## src/rtl/quad_decoder_pkg.sv

```systemverilog
// Shared definitions for the quadrature decoder: phase-state encodings,
// edge classification and the signed edge-accumulator type.
// No ports; imported by quad_decoder and debounce_filter.
package quad_decoder_pkg;

    // Signed accumulator, enough for +/-4 pending edges.
    localparam int ACC_W = 4;
    typedef logic signed [ACC_W-1:0] acc_t;

    // Phase state is the filtered pair {A,B}; Gray-coded rotation order.
    typedef enum logic [1:0] {
        S00 = 2'b00,
        S01 = 2'b01,
        S11 = 2'b11,
        S10 = 2'b10
    } phase_t;

    // Result of comparing the previous and current phase state.
    typedef enum logic [1:0] {
        EDGE_NONE = 2'd0,
        EDGE_CW   = 2'd1,
        EDGE_CCW  = 2'd2,
        EDGE_ILL  = 2'd3
    } edge_t;

    // Accumulator increments for a clockwise / counter-clockwise edge.
    localparam acc_t STEP_CW  = 4'sd1;
    localparam acc_t STEP_CCW = -4'sd1;

    // Next phase in the clockwise direction: 00 -> 01 -> 11 -> 10 -> 00.
    function automatic phase_t cw_next(input phase_t p);
        phase_t n;
        case (p)
            S00:     n = S01;
            S01:     n = S11;
            S11:     n = S10;
            default: n = S00;
        endcase
        return n;
    endfunction

    // Both bits changing at once cannot be attributed to a direction.
    function automatic edge_t classify(input phase_t prev, input phase_t cur);
        edge_t e;
        if (cur == prev)
            e = EDGE_NONE;
        else if (cur == cw_next(prev))
            e = EDGE_CW;
        else if (prev == cw_next(cur))
            e = EDGE_CCW;
        else
            e = EDGE_ILL;
        return e;
    endfunction

endpackage

```

## src/rtl/debounce_filter.sv

```systemverilog
// Two-flop synchronizer plus run-length debouncer for one encoder channel.
// Ports: clk; arst (async clear of the run counter); load (sync load of raw
// into synchronizer and filtered value); raw (async input); filt (debounced).
module debounce_filter
    import quad_decoder_pkg::*;
#(
    parameter int DEBOUNCE = 4
) (
    input  logic clk,
    input  logic arst,
    input  logic load,
    input  logic raw,
    output logic filt
);

    localparam int CNT_W = 4;

    logic             sync1;
    logic             sync2;
    logic [CNT_W-1:0] cnt;
    logic             take;

    // The filtered value flips on the DEBOUNCE-th consecutive mismatch.
    assign take = (sync2 != filt) && (cnt == CNT_W'(DEBOUNCE - 1));

    // Synchronizer and filtered value carry no reset: while held in reset
    // they track the raw pin so that release never looks like an edge.
    always_ff @(posedge clk) begin
        if (load) begin
            sync1 <= raw;
            sync2 <= raw;
            filt  <= raw;
        end else begin
            sync1 <= raw;
            sync2 <= sync1;
            if (take)
                filt <= sync2;
        end
    end

    // Any cycle where the synchronized value matches clears the run.
    always_ff @(posedge clk or posedge arst) begin
        if (arst)
            cnt <= '0;
        else if (sync2 == filt || take)
            cnt <= '0;
        else
            cnt <= cnt + 1'b1;
    end

endmodule

```

## src/rtl/quad_decoder.sv

```systemverilog
// Quadrature decoder: debounces A/B, decodes phase edges, accumulates them
// and issues one-cycle UP/Down step requests to a 5-bit up/down counter.
// Ports: CLK, RST (async high); A, B raw encoder; High/Low counter limits;
// UP/Down step pulses; Dir last valid direction; Err illegal-transition pulse.
module quad_decoder
    import quad_decoder_pkg::*;
#(
    parameter int DEBOUNCE       = 4,
    parameter int EDGES_PER_STEP = 4
) (
    input  logic CLK,
    input  logic RST,
    input  logic A,
    input  logic B,
    input  logic High,
    input  logic Low,
    output logic UP,
    output logic Down,
    output logic Dir,
    output logic Err
);

    localparam acc_t STEP_POS = acc_t'(EDGES_PER_STEP);
    localparam acc_t STEP_NEG = acc_t'(-EDGES_PER_STEP);

    logic   rst_a;      // async-asserted, sync-released reset for the datapath
    logic   rst_ld;     // identical copy, used only as a synchronous load qualifier
    logic   fa;
    logic   fb;
    phase_t ph;
    phase_t ph_cur;
    edge_t  edge_q;
    acc_t   acc;
    acc_t   acc_nxt;

    // Reset release is retimed by one flop, so the first state update
    // lands on the second rising edge after RST falls. Two copies keep
    // the async-reset net apart from the synchronous load net.
    always_ff @(posedge CLK or posedge RST) begin
        if (RST) begin
            rst_a  <= 1'b1;
            rst_ld <= 1'b1;
        end else begin
            rst_a  <= 1'b0;
            rst_ld <= 1'b0;
        end
    end

    debounce_filter #(.DEBOUNCE(DEBOUNCE)) u_filt_a (
        .clk  (CLK),
        .arst (rst_a),
        .load (rst_ld),
        .raw  (A),
        .filt (fa)
    );

    debounce_filter #(.DEBOUNCE(DEBOUNCE)) u_filt_b (
        .clk  (CLK),
        .arst (rst_a),
        .load (rst_ld),
        .raw  (B),
        .filt (fb)
    );

    assign ph_cur = phase_t'({fa, fb});

    // Previous phase; follows the raw pins during reset like the filters.
    always_ff @(posedge CLK) begin
        if (rst_ld)
            ph <= phase_t'({A, B});
        else
            ph <= ph_cur;
    end

    // One classified transition per cycle, registered.
    always_ff @(posedge CLK or posedge rst_a) begin
        if (rst_a)
            edge_q <= EDGE_NONE;
        else
            edge_q <= classify(ph, ph_cur);
    end

    always_comb begin
        acc_nxt = acc;
        case (edge_q)
            EDGE_CW:  acc_nxt = acc + STEP_CW;
            EDGE_CCW: acc_nxt = acc + STEP_CCW;
            default:  acc_nxt = acc;
        endcase
    end

    // A completed step always clears the accumulator; the counter limit
    // only decides whether the request is actually issued.
    always_ff @(posedge CLK or posedge rst_a) begin
        if (rst_a) begin
            acc  <= '0;
            UP   <= 1'b0;
            Down <= 1'b0;
            Err  <= 1'b0;
            Dir  <= 1'b0;
        end else begin
            UP   <= 1'b0;
            Down <= 1'b0;
            Err  <= 1'b0;
            if (edge_q == EDGE_ILL) begin
                Err <= 1'b1;
            end else if (edge_q == EDGE_CW || edge_q == EDGE_CCW) begin
                Dir <= (edge_q == EDGE_CW);
                if (acc_nxt == STEP_POS) begin
                    acc <= '0;
                    UP  <= ~High;
                end else if (acc_nxt == STEP_NEG) begin
                    acc  <= '0;
                    Down <= ~Low;
                end else begin
                    acc <= acc_nxt;
                end
            end
        end
    end

endmodule
```

## config.mk

```make
export PLATFORM = sky130hd
export DESIGN_NAME = quad_decoder
export DESIGN_NICKNAME = d
export VERILOG_FILES = /design/src/rtl/quad_decoder_pkg.sv /design/src/rtl/debounce_filter.sv /design/src/rtl/quad_decoder.sv
export SDC_FILE = /design/constraint.sdc
export NUM_CORES = 1
export LEC_CHECK = 0
export BUFFER_PORTS_ARGS = -buffer_cell sky130_fd_sc_hd__buf_2
export CORE_AREA = 3 3 52 54
export DETAILED_ROUTE_END_ITERATION = 10
export DIE_AREA = 0 0 55 57
export PLACE_DENSITY = 0.73
export REMOVE_ABC_BUFFERS = 1
export SLEW_MARGIN = 0
export SYNTH_ARGS = -nofsm -noshare
export SYNTH_HDL_FRONTEND = slang
export SYNTH_HIERARCHICAL = 1
export SYNTH_SLANG_ARGS = --single-unit
```

## constraint.sdc

```tcl
create_clock -name CLK -period 0.8 [get_ports CLK]
set_input_delay 0.12 -clock CLK [delete_from_list [all_inputs] [get_ports CLK]]
set_output_delay 0.12 -clock CLK [all_outputs]
set_load 0.01 [all_outputs]
```

==> results of run 1 <==
kinds of logic after synthesis:
logic type                 count (synthesis)
DFF                                       27
buffers and inverters                     15
muxes                                      6
xor gates and xnor gates                   5
AOI/OAI and AO/OA                         22
other                                      1
and+or+nand+nor                           35
adders and majority gates                  7
layout make-up:
class	instances	area, um^2	area share [%]
Clock buffer	4	26.28	1.267
Inverter	14	52.55	2.535
Multi-Input combinational cell	76	804.5	38.81
Sequential cell	27	656.9	31.68
Tap cell	28	35.03	1.690
Timing Repair Buffer	58	498.0	24.02
power breakdown:
part,internal (W),leakage (nW),switching (W)
combinational,0.00177,0.631,0.00135
sequential,0.00167,0.314,0.000267
clock,0.000197,0.0150,0.000454
total,0.00363,0.960,0.00207
state kept, by name, summed over array words and instances (netlist names):
register        cells
u_filt_a/filt       1
acc                 4
u_filt_b/sync1      1
u_filt_b/sync2      1
u_filt_a/sync2      1
Err                 1
u_filt_a/sync1      1
UP                  1
u_filt_b/filt       1
u_filt_b/cnt        4
edge_q              2
Down                1
rst_ld              1
u_filt_a/cnt        4
ph                  2
Dir                 1
per-stage QoR:
step | total power (W) | std cells | hold slack, ps | TNS, ps | setup WS [ps]
3_5_place_dp | 0.003760 | 181 | 130.8 | -11240 | -1309
2_1_floorplan | 0.002904 | 117 | 9.697 | -8897 | -1233
6_report | 0.005702 | 207 | 15.53 | -13260 | -1315
5_1_grt | 0.005957 | 207 | 11.99 | -14350 | -1368
4_1_cts | 0.004870 | 198 | 52.01 | -11330 | -1212
3_3_place_gp | 0.003639 | 181 | 113.8 | -9977 | -1183
cells in the mapped netlist (all sizes together), types with 2 or more instances:
cell type / number / area [um^2]
inv: 14 / 52.55
ha: 7 / 87.58
a21oi: 5 / 25.02
and4: 2 / 17.52
mux2: 4 / 45.04
a21o: 2 / 15.01
nor3: 3 / 15.01
nand2b: 3 / 18.77
mux2i: 2 / 20.02
nor2b: 2 / 12.51
xor2: 2 / 17.52
dfxtp: 6 / 120.1
o21ai: 9 / 45.04
nor3b: 5 / 37.54
edfxtp: 2 / 60.06
dfrtp: 18 / 450.4
nand3: 3 / 15.01
nand3b: 3 / 22.52
nor4: 2 / 12.51
xnor2: 3 / 26.28
o41ai: 2 / 17.52
nand2: 4 / 15.01
nor2: 4 / 15.01
metal layers:
| metal | wire length (um) | up-vias |
|---|---|---|
| li1 | - | 536 |
| met1 | 1566 | 613 |
| met2 | 2433 | 62 |
| met3 | 298 | 18 |
| met4 | 157 | 0 |
| met5 | 0 | - |
worst paths after layout:
check / from / endpoint / slack [ps]
max in group asynchronous: rst_ld / Down / 20
worst min register to register: u_filt_b/sync1 / u_filt_b/sync2 / 480
worst max-delay path: edge_q[0] / Down / -1320
min in group asynchronous: RST / rst_ld / 310
worst max register to register: edge_q[0] / Down / -1320
worst min-delay path: Low / Down / 20
timing repair:
action                                 in CTS  in global routing
hold buffers                                3                  0
resized for setup                          51                 33
gates cloned                                0                  1
setup buffers                              12                 13
setup endpoints to repair                  30                 40
endpoints found under the hold margin       3                  0
pin swaps                                  13                 13
worst max-delay path, stage by stage (launching register included):
cell      delay, ps
dfrtp_1         420
inv_2            70
ha_4            170
xor2_2          170
ha_2            290
or3b_1          370
or3_4           340
a211oi_2        190
==> results.py, run 1 <==
metrics = {
    "drt": {
        "num_vias": 1229,
        "vias_per_cell": 5.937,
        "drt-pass1-iter-count": 4,
        "wirelength_um": 4456,
        "wl_per_cell_um": 21.53,
        "drt_iter0_drc": 30,
        "ant_nets": 0,
        "route.detailed.drc": 0,
    },
    "clock_tree": {
        "cts_tree": "done",
        "cts.clk_slew.worst_paths_ps": 150,
        "cts_made_buffers": 3,
        "cts_buffer_depth": 2,
        "root_buffer": "clkbuf_4",
        "clkSinkCount": 27,
        "htreeDepth": 1,
        "clock_latency_ps": 360,
    },
    "global_routing": {
        "antenna_found_initial": 0,
        "top_usage_layer": "met2",
        "grt_pass1_wl_um": 5430,
        "use_met1_pct": 26.64,
        "grt_use_met3_pct": 5.744,
        "grt_usage_pct": 24.03,
        "grt_start_max_net_pins": 15,
        "grt_overflow": 0,
        "grt_pass1_vias": 1240,
        "use_met2_pct": 44.26,
    },
    "pwr": {
        "peakVddDrop_uv": 3083,
        "leakage_nw": 0.9604,
        "power.density_mw_per_mm2": 2750,
    },
    "layout": {
        "drive_above_1_share_pct": 57.54,
        "final_common_cell": "buf_4",
        "nFillCells": 74,
        "final_cell_mix": "buf_4, buf_6, dfrtp_1",
        "final_cell_area_mm2": 0.002073,
        "num_antenna_cells": 0,
        "nets": 193,
        "syn2layout_area_growth_pct": 63.09,
        "post-route-util_pct": 91.95,
    },
    "timing": {
        "finalHoldViolations": 0,
        "rsz0062_at_grt": "yes",
        "setup_ws_ps": -1315,
        "drv_slew": 0,
        "min_period_ps": 2115,
        "final-setup-viol-count": 30,
        "skew_ps": 7.970,
        "max_freq_mhz": 472.7,
        "fin_crit_sh_pct": 264.4,
    },
    "synth": {
        "syn_area_per_cell_um2": 10.77,
        "synthMuxAreaShare_pct": 5.118,
        "async_reset_ff_share_pct": 70.37,
        "synthCells": 118,
        "yosys.area_share.simple_pct": 17.03,
        "synth-edff-count": 2,
        "synth-seq-cells": 27,
        "ys_types": 34,
        "synth_top_family_by_area": "simple AND/OR/NAND/NOR gates",
        "synth-adder-area-share_pct": 6.890,
        "synth_flop_cell": "dfrtp_1",
        "ys_warn_count": 6,
        "ys_seq_area_share_pct": 51.67,
        "synth_xor_area_share_pct": 3.445,
        "syn-cell-area_mm2": 0.001271,
        "synth_compound_area_share_pct": 11.02,
    },
    "floorplan": {
        "start_util_pct": 56.38,
        "row_count": 17,
        "fp.coreArea_mm2": 0.002255,
        "die_w_um": 55,
        "die_y_um": 57,
        "dieArea_mm2": 0.003135,
        "io_pins": 10,
    },
    "place": {
        "dpl.hpwl_um": 1786,
        "gp_congestion": 0.8386,
        "place_area_mm2": 0.001549,
        "port_buffers": 9,
    },
    "setup_path": {
        "cp.arrival_ps": 2390,
        "critPathMaxFanout": 2,
        "worstPathRequired_ps": 1070,
        "crit_type": "register to register",
        "reg2reg_depth": 7,
        "end_kind": "register",
        "cp-start-kind": "register",
    },
    "worst_hold_path": {
        "whs_path_depth": 3,
        "hold_path.class": "input port to register",
    },
    "run_status": {
        "outcome": "complete, but fails checks",
        "violations": "negative setup slack",
    },
    "flow_run": {
        "maxCapViolCount": 0,
    },
}
No activity file was read; power rests on OpenSTA's default activity.
==> inputs of run 2 (changes only) <==
--- a/config.mk
+++ b/config.mk
@@ -11,6 +11,7 @@
 export DIE_AREA = 0 0 55 57
 export PLACE_DENSITY = 0.73
 export REMOVE_ABC_BUFFERS = 1
+export SETUP_SLACK_MARGIN = 0.5
 export SLEW_MARGIN = 0
 export SYNTH_ARGS = -nofsm -noshare
 export SYNTH_HDL_FRONTEND = slang
==> results.py, run 2 (synthesized netlist as in run 1, its figures left out) <==
metrics = {
    "run_status": {
        "outcome": "complete, but fails checks",
        "violations": "negative hold slack, negative setup slack",
    },
    "timing": {
        "setup_tns_ps": -17220,
        "drv_slew": 0,
        "setup_ws_ps": -1341,
        "fin_crit_sh_pct": 267.6,
        "skew_ps": 3.083,
        "rsz0062_at_grt": "yes",
        "fin_hold_ws_ps": -227.7,
        "max_freq_mhz": 467.2,
        "final-setup-viol-count": 44,
        "min_period_ps": 2141,
        "finalHoldViolations": 3,
    },
    "setup_path": {
        "cpMostUsedCell": "ha_4",
        "crit_type": "register to register",
        "cp.arrival_ps": 2400,
        "cp-start-kind": "register",
        "worstPathRequired_ps": 1060,
        "cp_slowest_stage_delay_ps": 430,
        "end_kind": "register",
        "cp.buffers_inverters": 1,
        "crit_chain": "inv_2 > ha_4 > xor2_2 > ha_4 > or3b_4 > or3_4 > a211oi_2",
        "crit_family": "simple AND/OR/NAND/NOR gates",
        "critPathMaxFanout": 2,
        "crit_slowest_cell": "dfrtp_1",
    },
    "floorplan": {
        "io_pins": 10,
        "die_y_um": 57,
        "start_util_pct": 56.38,
        "die_w_um": 55,
        "row_count": 17,
        "dieArea_mm2": 0.003135,
        "fp.coreArea_mm2": 0.002255,
    },
    "clock_tree": {
        "cts.clk_slew.worst_paths_ps": 150,
        "clock_latency_ps": 330,
        "root_buffer": "clkbuf_4",
        "clkSinkCount": 27,
        "cts_buffer_depth": 2,
        "cts_tree": "done",
        "cts_made_buffers": 3,
        "htreeDepth": 1,
    },
    "global_routing": {
        "grt_pass1_vias": 1218,
        "grt_start_max_net_pins": 15,
        "grt_usage_pct": 24.90,
        "grt_pass1_wl_um": 5644,
        "antenna_found_initial": 0,
        "grt_overflow": 0,
    },
    "place": {
        "gp_congestion": 0.8386,
        "dpl.hpwl_um": 1786,
        "port_buffers": 9,
    },
    "drt": {
        "drt_iter0_drc": 90,
        "wl_per_cell_um": 24.16,
        "drt-pass1-iter-count": 4,
        "ant_nets": 0,
        "num_vias": 1283,
        "wirelength_um": 5098,
        "vias_per_cell": 6.081,
        "route.detailed.drc": 0,
    },
    "layout": {
        "drive_above_1_share_pct": 64.48,
        "area.sequential_um2": 656.9,
        "final_common_cell": "buf_4",
        "final_cell_mix": "buf_4, buf_6, dfrtp_1",
        "nets": 197,
        "multi_input_area_um2": 835.8,
        "syn2layout_area_growth_pct": 69.78,
        "largest_registers": "acc (4), u_filt_a/cnt (4), u_filt_b/cnt (4)",
        "nFillCells": 46,
        "num_antenna_cells": 0,
    },
    "worst_hold_path": {
        "hold_path.class": "input port to async pin",
    },
    "pwr": {
        "p_clk_share_pct": 9.9,
        "power.density_mw_per_mm2": 2933,
        "peakVddDrop_uv": 2681,
        "p_sw_w": 0.002392,
        "internal_power_w": 0.003940,
        "switching_share_pct": 37.77,
        "sequentialPowerShare_pct": 30.9,
        "combinationalPowerShare_pct": 59.3,
        "leakage_nw": 0.9891,
        "p_total_w": 0.006331,
    },
    "flow_run": {
        "maxCapViolCount": 0,
    },
}
## run 2: changes by cell type in the layout (fill, tap and decap cells not counted), sizes merged
cell / delta
buf: +7
dlygate4sd3: -3
## run 2: metal layers
| layer | global-route usage (%) | part of all wire [%] | routed length, um |
|---|---|---|---|
| met5 | 0 | 0 | 0 |
| met3 | 3.916 | 8.2 | 418 |
| met2 | 42.74 | 48 | 2447 |
| met1 | 31.60 | 39 | 1968 |
| met4 | 6.944 | 5.2 | 263 |
## run 2: final cells by class
type	instances	share of cell area, %
clock buffer	4	1.217
multi-input combinational	76	38.72
timing repair buffer	62	24.99
inverter	14	3.014
sequential	27	30.43
tap	28	1.623
## run 2: final timing paths
path | slack (ps) | end | cells past startpoint | startpoint
max | -1340 | Down | 7 | edge_q[0]
min | -230 | rst_ld | 2 | RST
max reg2reg | -1340 | Down | 7 | edge_q[0]
min reg2reg | 480 | u_filt_a/sync2 | 2 | u_filt_a/sync1
max in group asynchronous | -190 | Down | 7 | rst_ld
min in group CLK | -70 | u_filt_a/sync1 | 1 | A
## run 2: metrics by stage
stage / utilization, % / setup WS (ps) / cell area (um^2) / std cells
final: 95.73 / -1341 / 2158 / 211
after global routing: 95.73 / -1357 / 2158 / 211
after CTS: 83.57 / -1212 / 1884 / 197
after detailed placement: 68.70 / -1309 / 1549 / 181
after global placement: 68.70 / -1183 / 1549 / 181
after floorplan: - / -1233 / 1266 / 117
## run 2: power groups by stage
stage	Sequential, W	Combinational [W]	Clock [W]
3_3_place_gp	0.00185	0.00179	0
2_1_floorplan	0.00193	0.000970	0
4_1_cts	0.00187	0.00243	0.000574
5_1_grt	0.00199	0.00385	0.000684
6_report	0.00195	0.00375	0.000625
3_5_place_dp	0.00187	0.00189	0
## run 2: repair_timing
item	4_1_cts	5_1_grt
buffers inserted	11	14
hold endpoints to repair	3	3
cloned	1	0
setup endpoints to repair	48	48
pin swaps	14	18
gates resized for setup	59	39
## run 2: worst register-to-register path: cells and delay by family (launching register included)
kind / cells / cell delay, ps
AOI/OAI and AO/OA: 1 / 210
xor gates and xnor gates: 1 / 200
adders and majority gates: 2 / 400
buffers and inverters: 1 / 100
DFF: 1 / 430
and+or+nand+nor: 2 / 720
==> inputs of run 3 (changes only) <==
--- a/config.mk
+++ b/config.mk
@@ -9,6 +9,7 @@
 export CORE_AREA = 3 3 52 54
 export DETAILED_ROUTE_END_ITERATION = 10
 export DIE_AREA = 0 0 55 57
+export MAX_ROUTING_LAYER = met4
 export PLACE_DENSITY = 0.73
 export REMOVE_ABC_BUFFERS = 1
 export SETUP_SLACK_MARGIN = 0.5
==> results.py, run 3 (synthesized netlist as in run 1, its figures left out) <==
metrics = {
    "run_status": {
        "outcome": "complete, but fails checks",
        "violations": "negative hold slack, negative setup slack",
    },
    "layout": {
        "final_cell_mix": "buf_4, buf_6, dfrtp_1",
        "finalNonFillerCells": 211,
        "num_antenna_cells": 0,
        "final_common_cell": "buf_4",
        "nets": 197,
        "syn2layout_area_growth_pct": 69.78,
        "largest_registers": "acc (4), u_filt_a/cnt (4), u_filt_b/cnt (4)",
        "drive_above_1_share_pct": 64.48,
    },
    "setup_path": {
        "r2r_slack_ps": -1340,
        "critPathMaxFanout": 2,
        "crit_family": "simple AND/OR/NAND/NOR gates",
        "crit_type": "register to register",
        "cp.buffers_inverters": 1,
        "end_kind": "register",
        "cp-start-kind": "register",
        "cp_slowest_stage_delay_ps": 440,
        "crit_slowest_cell": "dfrtp_1",
        "cp.arrival_ps": 2400,
        "worstPathRequired_ps": 1060,
        "cpMostUsedCell": "ha_4",
        "crit_chain": "inv_2 > ha_4 > xor2_2 > ha_4 > or3b_4 > or3_4 > a211oi_2",
    },
    "drt": {
        "wl_per_cell_um": 24.41,
        "drt-pass1-iter-count": 4,
        "drt_iter0_drc": 92,
        "vias_per_cell": 6.142,
        "ant_nets": 0,
        "wirelength_um": 5150,
        "route.detailed.drc": 0,
        "num_vias": 1296,
    },
    "timing": {
        "min_period_ps": 2138,
        "fin_hold_ws_ps": -230.7,
        "final-setup-viol-count": 44,
        "finalHoldViolations": 3,
        "setup_ws_ps": -1338,
        "rsz0062_at_grt": "yes",
        "max_freq_mhz": 467.7,
        "fin_crit_sh_pct": 267.2,
        "skew_ps": 5.363,
        "drv_slew": 0,
    },
    "global_routing": {
        "grt_pass1_vias": 1219,
        "grt_pass1_wl_um": 5644,
        "grt_usage_pct": 25.62,
        "grt_overflow": 0,
        "antenna_found_initial": 0,
        "grt_start_max_net_pins": 15,
    },
    "clock_tree": {
        "clock_latency_ps": 340,
        "cts_made_buffers": 3,
        "htreeDepth": 1,
        "cts_tree": "done",
        "root_buffer": "clkbuf_4",
        "clkSinkCount": 27,
        "cts.clk_slew.worst_paths_ps": 160,
        "cts_buffer_depth": 2,
    },
    "worst_hold_path": {
        "hold_path.class": "input port to async pin",
    },
    "pwr": {
        "p_total_w": 0.006364,
        "peakVddDrop_uv": 2692,
        "power.density_mw_per_mm2": 2949,
        "leakage_nw": 0.9891,
    },
    "place": {
        "dpl.hpwl_um": 1786,
        "gp_congestion": 0.8516,
        "port_buffers": 9,
        "placed_cells": 181,
    },
    "floorplan": {
        "die_y_um": 57,
        "fp.coreArea_mm2": 0.002255,
        "row_count": 17,
        "io_pins": 10,
        "dieArea_mm2": 0.003135,
        "start_util_pct": 56.38,
        "die_w_um": 55,
    },
    "flow_run": {
        "maxCapViolCount": 0,
    },
}
==> run 3: cell counts in the layout (fill, tap and decap cells not counted) <==
Identical to the previous run, type by type.
==> run 3: repair_timing <==
item | CTS | global route
buffers inserted | 11 | 14
pin swaps | 14 | 18
endpoints found under the hold margin | 3 | 3
gates cloned | 1 | 0
endpoints found under the setup margin | 48 | 48
resized for setup | 59 | 39
==> run 3: final cells by class <==
cell class	count	area, um^2
Multi-Input combinational cell	76	835.8
Tap cell	28	35.03
Fill cell	46	96.34
Inverter	14	65.06
Clock buffer	4	26.28
Sequential cell	27	656.9
Timing Repair Buffer	62	539.3
==> run 3: worst reg2reg max path: stages (launching register included) <==
cell	delay (ps)
dfrtp_1	440
inv_2	110
ha_4	160
xor2_2	200
ha_4	240
or3b_4	390
or3_4	340
a211oi_2	200
==> run 3: metal layers <==
metal	part of all wire, %	track usage [%]	wire [um]	vias to the layer above
met5	0	-	0	-
met4	4.5	6.944	231	0
met3	7.4	3.916	379	27
met2	48	42.74	2483	99
met1	40	31.60	2055	630
li1	-	-	-	540
==> run 3: metrics by stage <==
| step | worst slack (ps) | util [%] | TNS, ps | hold WS [ps] | area, um^2 |
|---|---|---|---|---|---|
| 2_1_floorplan | -1233 | - | -8897 | 9.697 | 1266 |
| 6_report | -1338 | 95.73 | -17290 | -230.7 | 2158 |
| 3_3_place_gp | -1183 | 68.70 | -9977 | 113.8 | 1549 |
| 5_1_grt | -1365 | 95.73 | -18520 | -233.7 | 2158 |
| 4_1_cts | -1212 | 83.57 | -11800 | -220.5 | 1884 |
| 3_5_place_dp | -1309 | 68.70 | -11240 | 130.8 | 1549 |
==> run 3: where the power goes <==
| part | leakage [nW] | switching [W] | internal [W] |
|---|---|---|---|
| Sequential | 0.314 | 0.000297 | 0.00167 |
| Combinational | 0.660 | 0.00169 | 0.00208 |
| Clock | 0.0150 | 0.000438 | 0.000196 |
==> run 3: path summary, 6_finish.rpt <==
check,cells after the start,end,from
worst max register to register,7,Down,edge_q[0]
worst max-delay path,7,Down,edge_q[0]
worst min register to register,2,u_filt_a/sync2,u_filt_a/sync1
worst min-delay path,2,rst_ld,RST
min in group CLK,1,u_filt_a/sync1,A
max in group asynchronous,7,Down,rst_ld
